==> config.mk <==
export PLATFORM = sky130hd
export DESIGN_NAME = serv_shift_stage
export DESIGN_NICKNAME = d
export VERILOG_FILES = /design/src/rtl/serv_shift_pkg.sv /design/src/rtl/serv_shamt_counter.sv /design/src/rtl/serv_shift_stage.sv
export SDC_FILE = /design/constraint.sdc
export NUM_CORES = 1
export LEC_CHECK = 0
export CORE_MARGIN = 2
export CORE_UTILIZATION = 64
export CTS_CLUSTER_SIZE = 40
export DETAILED_ROUTE_END_ITERATION = 6
export GPL_TIMING_DRIVEN = 0
export PLACE_DENSITY_LB_ADDON = 0.1
export SLEW_MARGIN = 20
export SYNTH_ARGS = -nofsm -noshare
export SYNTH_HDL_FRONTEND = slang
export SYNTH_SLANG_ARGS = --single-unit
==> constraint.sdc <==
create_clock -name clk -period 4.04 [get_ports clk]
set_clock_uncertainty 0.2 [all_clocks]
set_input_delay 1.212 -clock clk [delete_from_list [all_inputs] [get_ports clk]]
set_output_delay 1.212 -clock clk [all_outputs]
set_load 0.005 [all_outputs]
==> src/rtl/serv_shift_pkg.sv <==
// serv_shift_pkg: shared state encoding and sizes for the serial shift stage
package serv_shift_pkg;
  typedef enum logic [1:0] {IDLE, LOAD, ALIGN, DONE} state_t;
  localparam int XLEN = 32;
  localparam int SHAMT_W = 5;
  function automatic int BEATS(int w);
    return XLEN / w;
  endfunction
endpackage

==> src/rtl/serv_shamt_counter.sv <==
// serv_shamt_counter: shift amount captured serially or by nibble, then counted down
module serv_shamt_counter
  import serv_shift_pkg::*;
#(
  parameter int W = 1,
  parameter int B = W - 1
) (
  input  logic               clk,
  input  logic               i_rst,
  input  logic               i_cap,
  input  logic [4:0]         i_idx,
  input  logic [B:0]         i_d,
  input  logic               i_dec,
  output logic [SHAMT_W-1:0] o_q,
  output logic               o_zero
);
  logic [SHAMT_W-1:0] r_q, w_cap;
  generate
    if (W == 1) begin : g_serial
      always_comb begin
        w_cap = r_q;
        if (i_idx == 5'd0) w_cap = {4'b0, i_d[0]};
        else if (i_idx < 5'd5) w_cap[i_idx[2:0]] = i_d[0];
      end
    end else begin : g_nibble
      always_comb w_cap = (i_idx == 5'd0) ? {1'b0, i_d[3:0]} :
                          (i_idx == 5'd1) ? {i_d[0], r_q[3:0]} : r_q;
    end
  endgenerate
  always_ff @(posedge clk) begin
    if (i_rst) r_q <= '0;
    else if (i_cap) r_q <= w_cap;
    else if (i_dec) r_q <= r_q - SHAMT_W'(1);
  end
  assign o_q = r_q;
  assign o_zero = (r_q == '0);
endmodule

==> src/rtl/serv_shift_stage.sv <==
// serv_shift_stage: loads an operand serially, aligns it one bit per clock,
// then streams the shifted word LSB-first into the ALU buffer input
module serv_shift_stage
  import serv_shift_pkg::*;
#(
  parameter int W = 1,
  parameter int B = W - 1
) (
  input  logic       clk,
  input  logic       i_rst,
  input  logic       i_en,
  input  logic       i_cnt0,
  input  logic       i_cnt_done,
  input  logic       i_init,
  input  logic       i_right,
  input  logic       i_signed,
  input  logic [B:0] i_rs1,
  input  logic [B:0] i_op_b,
  output logic       o_sh_done,
  output logic [B:0] o_q
);
  state_t r_state, w_next;
  logic [XLEN-1:0] r_data;
  logic [4:0] r_beat, w_idx;
  logic r_right, r_signed;
  logic [SHAMT_W-1:0] w_shamt;
  logic w_zero, w_rest, w_load, w_align, w_out;
  assign w_rest = (r_state == IDLE) || (r_state == DONE);
  assign w_load = i_en & i_init & ((r_state == LOAD) | (w_rest & i_cnt0));
  assign w_align = (r_state == ALIGN);
  assign w_out = i_en & ~i_init & (r_state == DONE);
  assign w_idx = i_cnt0 ? 5'd0 : r_beat;
  serv_shamt_counter #(.W(W)) u_shamt (
    .clk(clk), .i_rst(i_rst), .i_cap(w_load), .i_idx(w_idx), .i_d(i_op_b),
    .i_dec(w_align), .o_q(w_shamt), .o_zero(w_zero)
  );
  // leaving ALIGN on the decrement that reaches zero keeps latency at shamt+1
  always_comb w_next = w_load ? (i_cnt_done ? (w_zero ? DONE : ALIGN) : LOAD) :
                       w_align ? ((w_shamt == SHAMT_W'(1)) ? DONE : ALIGN) :
                       (w_out & i_cnt_done) ? IDLE : r_state;
  always_ff @(posedge clk) begin
    if (i_rst) begin
      r_state <= IDLE;
      r_data <= '0;
      r_beat <= '0;
      r_right <= 1'b0;
      r_signed <= 1'b0;
    end else begin
      r_state <= w_next;
      if (w_load) begin
        r_data <= {i_rs1, r_data[XLEN-1:W]};
        r_beat <= w_idx + 5'd1;
        if (i_cnt_done) begin
          r_right <= i_right;
          r_signed <= i_signed & i_right;
        end
      end else if (w_align) begin
        r_data <= r_right ? {r_signed & r_data[XLEN-1], r_data[XLEN-1:1]} : {r_data[XLEN-2:0], 1'b0};
      end else if (w_out) begin
        r_data <= {{W{1'b0}}, r_data[XLEN-1:W]};
      end
    end
  end
  assign o_sh_done = (r_state == DONE);
  assign o_q = w_out ? r_data[B:0] : '0;
endmodule

==> flow_summary.ini, run 1 <==
[cells_and_area]
utilization_pct = 73.31
drive_gt1_share_pct = 9.202
final_cell_mix = nand2_1, dfxtp_1, nor2_1
fin_cells = 374
nets = 342
num-fill-cells = 318
syn_to_final_growth_pct = 10.83
post-route-cell-area_um2 = 2664
final_common_cell = nand2_1
diodes = 0

[clock_tree]
cts.sinks = 46
clockBufferDepth = 2
path_clk_slew_ns = 0.08
numCtsBuffers = 5
htree_levels = 2
cts_tree = yes
cts_root_buf = clkbuf_8
holdBufCountCts = 0
clk_latency_ns = 0.30

[timing]
worst_slack_ns = 0.2198
hold_viol = 0
slew_viol_final = 0
finalCriticalPeriod_ns = 3.820
rsz0062_at_grt = false
max_slew_margin_pct = 62.39
max_freq_ghz = 0.2618
period_share_pct = 94.56
worstMarginPinSlew_ns = 0.5642
fin_hold_ws_ns = 0.2822
fin_tns_setup_ns = 0
setup_viol = 0

[synth]
synth_area_um2 = 2404
synth_top_area_share_pct = 38.31
synth_edf_count = 0
ys_seq_area_share_pct = 38.31
synthFlopType = dfxtp_1
ys_warn_count = 0
syn_area_per_cell_um2 = 7.829
synth_top_area_cell = dfxtp_1
synth_nets = 323
ys_ff_latch = 46
synthArstFlopShare_pct = 0
synthTopCellsByArea = dfxtp_1, a311oi_1, nand2_1, nor2_1, ha_1
yosysUniqueCellTypes = 51
syn_inst = 307

[pwr]
p_per_area_nw_per_um2 = 598.7
power.total_mw = 1.595
p_leak_nw = 0.8954
ir_drop_uv = 327.5

[hold_path]
holdPathStages = 2
min_to = r_signed$_SDFFE_PP0P_
hold_start = r_signed$_SDFFE_PP0P_
worstHoldPathType = reg -> reg

[route]
via_per_inst = 6.313
remaining_drc_errors = 0
antenna_left = 0
drt-initial-drc-count = 251
postRouteWirelength_um = 5656
dr.pass1.iters = 5
avgRoutedWirePerCell_um = 15.12
dr_total_vias = 2361

[floorplanning]
die_y_um = 65.28
floorplan.rows = 22
die-area_um2 = 4261
ios = 12
core_um2 = 3633
initial_utilization_pct = 66.15
die_w_um = 65.28

[critical_path]
reg2reg_slack_ns = 1.82
startpoint_type = input pin
cp_cell_sequence = dlygate4sd2_1 -> and3b_2 -> and2_1 -> clkdlybuf4s50_1
reg2reg_to = u_shamt.o_q[4]$_SDFFE_PP0P_
slowest_delay_ns = 0.50
crit_path_top_delay_cell = clkdlybuf4s50_1
cp_max_fo = 7
r2r-start = r_state[0]$_SDFFE_PP0P_
cp-end-kind = output pin
worstPathRequired_ns = 2.63
reg2reg_depth = 7
critPathKind = in -> out
cp.arrival_ns = 2.41

[run]
maxCapViolations = 0

[global_routing]
grt_pass1_vias = 2117
grt_max_degree = 14
grt_remaining_overflow = 0
grtUsageTotal_pct = 28.07
grt_first_pass_wirelength_um = 9466
antenna_found_initial = 0

[place]
place.port_buffers = 11
dp_hpwl_um = 3911
gp_congestion = 0.9104
place_area_um2 = 2574
dp_slack_ns = -0.07514
dp.cells = 366

[status]
status = completed
kinds of logic (layout without fill, tap and decap cells):
| kind of cell | count (synthesis) | count (layout) | share of synthesized area, % |
|---|---|---|---|
| compound gates | 82 | 82 | 25.92 |
| xor+xnor | 1 | 1 | 0.3645 |
| buf+inv | 32 | 51 | 5.674 |
| simple gates | 140 | 140 | 26.60 |
| flops | 46 | 46 | 38.31 |
| fa+ha+maj | 6 | 6 | 3.123 |
state kept, by name (all words and copies together) (netlist names):
signal and cells:
r_beat 5, r_right 1, r_data 32, r_state 2
r_signed 1, u_shamt.o_q 5
worst max-delay path, delay by kind of cell:
family	cells	cell delay [ns]
AND/OR/NAND/NOR	2	0.37
buffers and inverters	2	0.83
layout make-up:
cell class                 count  area, um^2  area share (%)
timing repair buffer          12       118.9           4.462
tap                           48       60.06           2.255
clock buffer                   6       72.57           2.724
multi-input combinational    229        1348           50.59
buffer                        24       106.4           3.992
clock inverter                 1       7.507          0.2818
sequential                    46       920.9           34.57
inverter                       8       30.03           1.127
synth_stat cells, drive strengths merged, types with 2 or more instances:
cell    number
o21ai       10
or3          2
inv          8
nand4        3
nand3        7
nand2b       3
a311oi      32
clkbuf      11
o31ai        2
dfxtp       46
nor3         2
nor2b        2
nor4         2
a21o         3
and2         3
a21oi       12
a211oi       2
nand2       70
a221oi       2
a31o         2
nand3b       2
a31oi        4
ha           6
nor2        34
buf         13
a41oi        3
nor4b        3
how the worst max path moves through the flow:
stage / start / end / slack, ns
3_5_place_dp: i_en / o_q / -0.08
2_1_floorplan: i_init / o_q / 1.02
6_report: i_en / o_q / 0.22
3_3_place_gp: i_en / o_q / -0.09
4_1_cts: i_init / o_q / 0.005
5_1_grt: i_en / o_q / 0.20
repair_timing:
action                                  in CTS  in global routing
gates resized for setup                      2                  1
endpoints found under the setup margin       1                  1
gates cloned                                 0                  0
buffers inserted                             1                  0
routing by layer:
layer / wire [um] / GRT usage, %
met1: 2716 / 39.11
met2: 2520 / 43.24
met3: 359 / 6.164
met4: 59 / 9.115
met5: 0 / 0
power by group:
group / switching [mW] / internal, mW
Clock: 0.153 / 0.119
Sequential: 0.104 / 0.587
Combinational: 0.390 / 0.242
Note: power is estimated with default switching activity, not from simulation.
==> inputs of run 2 (changes only) <==
--- a/config.mk
+++ b/config.mk
@@ -11,6 +11,7 @@
 export DETAILED_ROUTE_END_ITERATION = 6
 export GPL_TIMING_DRIVEN = 0
 export PLACE_DENSITY_LB_ADDON = 0.1
+export RECOVER_POWER = 25
 export SLEW_MARGIN = 20
 export SYNTH_ARGS = -nofsm -noshare
 export SYNTH_HDL_FRONTEND = slang
==> run 2 against run 1 <==
  * Register-to-register slack got worse by 0.23 ns
  * Total power decreased by 0.65%
  * Maximum frequency increased by 0.28%
  * Critical path type unchanged
  * Sequential share of layout area increased by 0.18 points
==> flow_summary.ini, run 2 (same netlist as run 1, synthesis figures left out) <==
[timing]
setup_viol = 0
rsz0062_at_grt = false
max_slew_margin_pct = 63.50
hold_viol = 0
worst_slack_ns = 0.2304
finalCriticalPeriod_ns = 3.810
slew_viol_final = 0
period_share_pct = 94.30
max_freq_ghz = 0.2625
worstMarginPinSlew_ns = 0.5475
fin_tns_setup_ns = 0

[cells_and_area]
drive_gt1_share_pct = 7.669
syn_to_final_growth_pct = 10.26
nets = 342
final_common_cell = nand2_1
utilization_pct = 72.93
post-route-cell-area_um2 = 2650
largest_register = r_data
final_cell_mix = nand2_1, dfxtp_1, nor2_1
diodes = 0
largest_reg_flops = 32

[floorplanning]
initial_utilization_pct = 66.15
die_y_um = 65.28
die-area_um2 = 4261
ios = 12
core_um2 = 3633
floorplan.rows = 22
die_w_um = 65.28

[pwr]
power.total_mw = 1.584
p_per_area_nw_per_um2 = 597.9
ir_drop_uv = 328.7
p_leak_nw = 0.8827

[route]
remaining_drc_errors = 0
postRouteWirelength_um = 5615
dr_total_vias = 2394
avgRoutedWirePerCell_um = 15.01
via_per_inst = 6.401
drt-initial-drc-count = 246
dr.pass1.iters = 5
antenna_left = 0

[clock_tree]
cts_root_buf = clkbuf_8
numCtsBuffers = 5
clk_latency_ns = 0.30
holdBufCountCts = 0
cts.sinks = 46
cts_tree = yes
path_clk_slew_ns = 0.08
clockBufferDepth = 2
htree_levels = 2

[critical_path]
startpoint_type = input pin
cp-end-kind = output pin
cp.arrival_ns = 2.40
worstPathRequired_ns = 2.63
reg2reg_to = u_shamt.o_q[0]$_SDFFE_PP0P_
r2r-start = r_state[0]$_SDFFE_PP0P_
critPathKind = in -> out
cp-endpoint = o_q
reg2reg_slack_ns = 1.59
cp-startpoint = i_en
cp_max_fo = 7
reg2reg_depth = 7

[global_routing]
grt_first_pass_wirelength_um = 9466
antenna_found_initial = 0
grtUsageTotal_pct = 28.07
grt_remaining_overflow = 0
grt_max_degree = 14
grt_pass1_vias = 2117

[place]
dp_slack_ns = -0.07514
gp_congestion = 0.9104
place_area_um2 = 2574
place.port_buffers = 11
dp_hpwl_um = 3911

[status]
status = completed

[run]
maxCapViolations = 0

[hold_path]
hold_start = r_signed$_SDFFE_PP0P_
worstHoldPathType = reg -> reg
run 2: per-stage QoR:
step | hold slack, ns | cells
4_1_cts | 0.2828 | 374
2_1_floorplan | 0.2499 | 307
5_1_grt | 0.3103 | 374
6_report | 0.2866 | 374
3_5_place_dp | 0.2704 | 366
3_3_place_gp | 0.2663 | 366
run 2: worst min path at each step:
| stage | end | slack [ns] | cells after the start |
|---|---|---|---|
| 6_report | r_signed$_SDFFE_PP0P_ | 0.29 | 2 |
| 5_1_grt | r_signed$_SDFFE_PP0P_ | 0.31 | 2 |
| 4_1_cts | r_signed$_SDFFE_PP0P_ | 0.28 | 2 |
| 3_5_place_dp | r_signed$_SDFFE_PP0P_ | 0.27 | 2 |
| 3_3_place_gp | r_data[30]$_SDFFE_PP0P_ | 0.27 | 2 |
| 2_1_floorplan | r_signed$_SDFFE_PP0P_ | 0.25 | 2 |
run 2: layer usage:
metal	track usage [%]	up-vias	share of wire (%)
met2	43.24	105	45
met1	39.11	1122	47
met5	0	-	0
met3	6.164	9	7.0
li1	-	1158	-
met4	9.115	0	1.4
run 2: area by class of cell:
class	instances	area [um^2]
clock inverter	1	7.507
fill	323	983.4
clock buffer	6	72.57
multi-input combinational	229	1336
buffer	24	103.9
timing repair buffer	12	118.9
sequential	46	920.9
tap	48	60.06
inverter	8	30.03
run 2: worst max-delay path, cell delays in order:
cell and delay (ns):
dlygate4sd2_1 0.32, and3b_2 0.23, and2_1 0.14, clkdlybuf4s50_1 0.50
run 2: report_power, final:
part / switching, mW / internal [mW]
combinational: 0.386 / 0.236
sequential: 0.103 / 0.587
clock: 0.153 / 0.119
run 2: timing repair:
action,4_1_cts,5_1_grt
setup buffers,1,0
pin swaps,0,0
resized for setup,2,1
setup endpoints to repair,1,1
==> inputs of run 3 (changes only) <==
--- a/config.mk
+++ b/config.mk
@@ -5,11 +5,13 @@
 export SDC_FILE = /design/constraint.sdc
 export NUM_CORES = 1
 export LEC_CHECK = 0
+export ABC_AREA = 1
 export CORE_MARGIN = 2
-export CORE_UTILIZATION = 64
+export CORE_UTILIZATION = 65
 export CTS_CLUSTER_SIZE = 40
 export DETAILED_ROUTE_END_ITERATION = 6
 export GPL_TIMING_DRIVEN = 0
+export HOLD_SLACK_MARGIN = 0.15
 export PLACE_DENSITY_LB_ADDON = 0.1
 export RECOVER_POWER = 25
 export SLEW_MARGIN = 20
==> run 3 against run 2 <==
  * Maximum frequency about the same
  * Synthesized area increased by 37%
  * Cell area increased by 35%
  * Critical path type unchanged
  * Largest cell class unchanged
==> flow_summary.ini, run 3 <==
[status]
status = completed

[synth]
synthFlopType = dfxtp_1
synth_top_area_share_pct = 28.00
synthArstFlopShare_pct = 0
yosysMostFrequentCell = nand2_1
synthTopCellsByArea = dfxtp_1, nand2_1, nand3_1, o21ai_0, inv_1
ys_seq_area_share_pct = 28.00
syn_area_per_cell_um2 = 5.822
synth_edf_count = 0
synth_nets = 581
ys_warn_count = 0
syn_inst = 565
synth_area_um2 = 3289
ys_ff_latch = 46
yosys-top-cells-count = nand2_1, inv_1, nand3_1, o21ai_0, dfxtp_1
synth_top_area_cell = dfxtp_1
yosysUniqueCellTypes = 26

[hold_path]
min_to = r_signed$_SDFFE_PP0P_
holdPathStages = 2
worstHoldPathType = reg -> reg
hold_start = r_signed$_SDFFE_PP0P_

[cells_and_area]
num-fill-cells = 417
drive_gt1_share_pct = 5.993
final_common_cell = nand2_1
nets = 599
seq_area_um2 = 920.9
largest_register = r_data
syn_to_final_growth_pct = 8.939
multi_input_area_um2 = 1839
diodes = 0
utilization_pct = 74.39
final_cell_mix = nand2_1, inv_1, nand3_1
largest_reg_flops = 32

[timing]
period_share_pct = 94.35
slew_viol_final = 0
max_freq_ghz = 0.2623
setup_viol = 0
finalCriticalPeriod_ns = 3.812
fin_tns_setup_ns = 0
rsz0062_at_grt = false
worst_slack_ns = 0.2282
hold_viol = 0
worstMarginPinSlew_ns = 0.6340
max_slew_margin_pct = 57.74

[critical_path]
critPathKind = in -> out
cp_max_fo = 2
cp.arrival_ns = 2.40
r2r-start = r_state[0]$_SDFFE_PP0P_
cp-end-kind = output pin
reg2reg_slack_ns = 1.36
startpoint_type = input pin
reg2reg_depth = 11
reg2reg_to = r_data[19]$_SDFFE_PP0P_
worstPathRequired_ns = 2.63

[global_routing]
grtUsageTotal_pct = 29.99
grt_first_pass_wirelength_um = 13400
grt_remaining_overflow = 0
grt_pass1_vias = 3100
antenna_found_initial = 0
grt_max_degree = 15

[clock_tree]
cts_resized = 0
cts.sinks = 46
numCtsBuffers = 5
htree_levels = 2
holdBufCountCts = 0
cts_root_buf = clkbuf_8
clk_latency_ns = 0.32
cts_tree = yes
cts_setup_buffers = 0
clockBufferDepth = 2
path_clk_slew_ns = 0.09

[pwr]
power.total_mw = 1.620
p_leak_nw = 1.684
p_per_area_nw_per_um2 = 452.2
ir_drop_uv = 308.5

[route]
avgRoutedWirePerCell_um = 12.42
drt-initial-drc-count = 385
antenna_left = 0
dr_total_vias = 3518
remaining_drc_errors = 0
via_per_inst = 5.404
postRouteWirelength_um = 8088
dr.pass1.iters = 7

[floorplanning]
die_y_um = 75.14
die_w_um = 75.14
ios = 12
initial_utilization_pct = 68.29
core_um2 = 4817
floorplan.rows = 25
die-area_um2 = 5646

[place]
place.port_buffers = 11
dp_slack_ns = 0.2192
gp_congestion = 0.8976
dp_hpwl_um = 5528

[run]
maxCapViolations = 0
==> run 3: cell types whose count changed after synthesis, moves of 11 or more <==
cell and change:
nand2_1 +121, nand3_1 +71, inv_1 +70, o21ai_0 +52, a311oi_1 -32, o21ai_1 +11
==> run 3: worst max-delay path by stage <==
stage | end | slack [ns] | startpoint | depth (start not counted)
after CTS | o_q | 0.22 | i_en | 4
final | o_q | 0.23 | i_en | 4
after floorplan | o_q | 1.21 | i_en | 2
after global routing | o_q | 0.18 | i_en | 4
after detailed placement | o_q | 0.22 | i_en | 4
after global placement | o_q | 0.23 | i_en | 4
==> run 3: where the power goes <==
part	internal, mW	switching [mW]	total (mW)
Sequential	0.532	0.0606	0.593
Combinational	0.214	0.378	0.591
Clock	0.264	0.172	0.436
==> run 3: cell type report <==
| class | count | area share (%) |
|---|---|---|
| repair buffers | 11 | 3.073 |
| clock inverters | 2 | 1.676 |
| inverters | 81 | 8.485 |
| well taps | 67 | 2.339 |
| clock buffers | 6 | 2.304 |
| plain buffers | 33 | 5.098 |
| multi-input cells | 405 | 51.33 |
| flip-flops and latches | 46 | 25.70 |
==> run 3: cells by family (layout without fill, tap and decap cells) <==
group	count (synthesis)	after routing	share of synthesized area, %
AOI/OAI and AO/OA	89	89	14.19
xor gates and xnor gates	1	1	0.2663
adders and majority gates	6	6	2.282
buffers and inverters	114	133	15.52
DFF	46	46	28.00
and+or+nand+nor	309	309	39.75
==> run 3: layer usage <==
| metal | share of wire (%) | track usage [%] | vias to the layer above |
|---|---|---|---|
| met3 | 6.1 | 4.685 | 12 |
| li1 | - | - | 1804 |
| met1 | 44 | 37.58 | 1556 |
| met4 | 1.3 | 8.577 | 0 |
| met2 | 49 | 53.22 | 146 |
| met5 | 0 | 0 | - |
==> run 3: metrics by stage <==
step,hold WS [ns],instances,cell area [um^2]
floorplan,0.2376,565,3289
global placement,0.2571,643,3483
detailed placement,0.2735,643,3483
CTS,0.3057,651,3626
global route,0.3347,651,3583
finish,0.3167,651,3583
==> run 3: critical path, cell delays in order <==
cell and delay (ns):
clkdlybuf4s50_1 0.47, nand2_1 0.06, nor3_1 0.13, clkdlybuf4s50_1 0.53
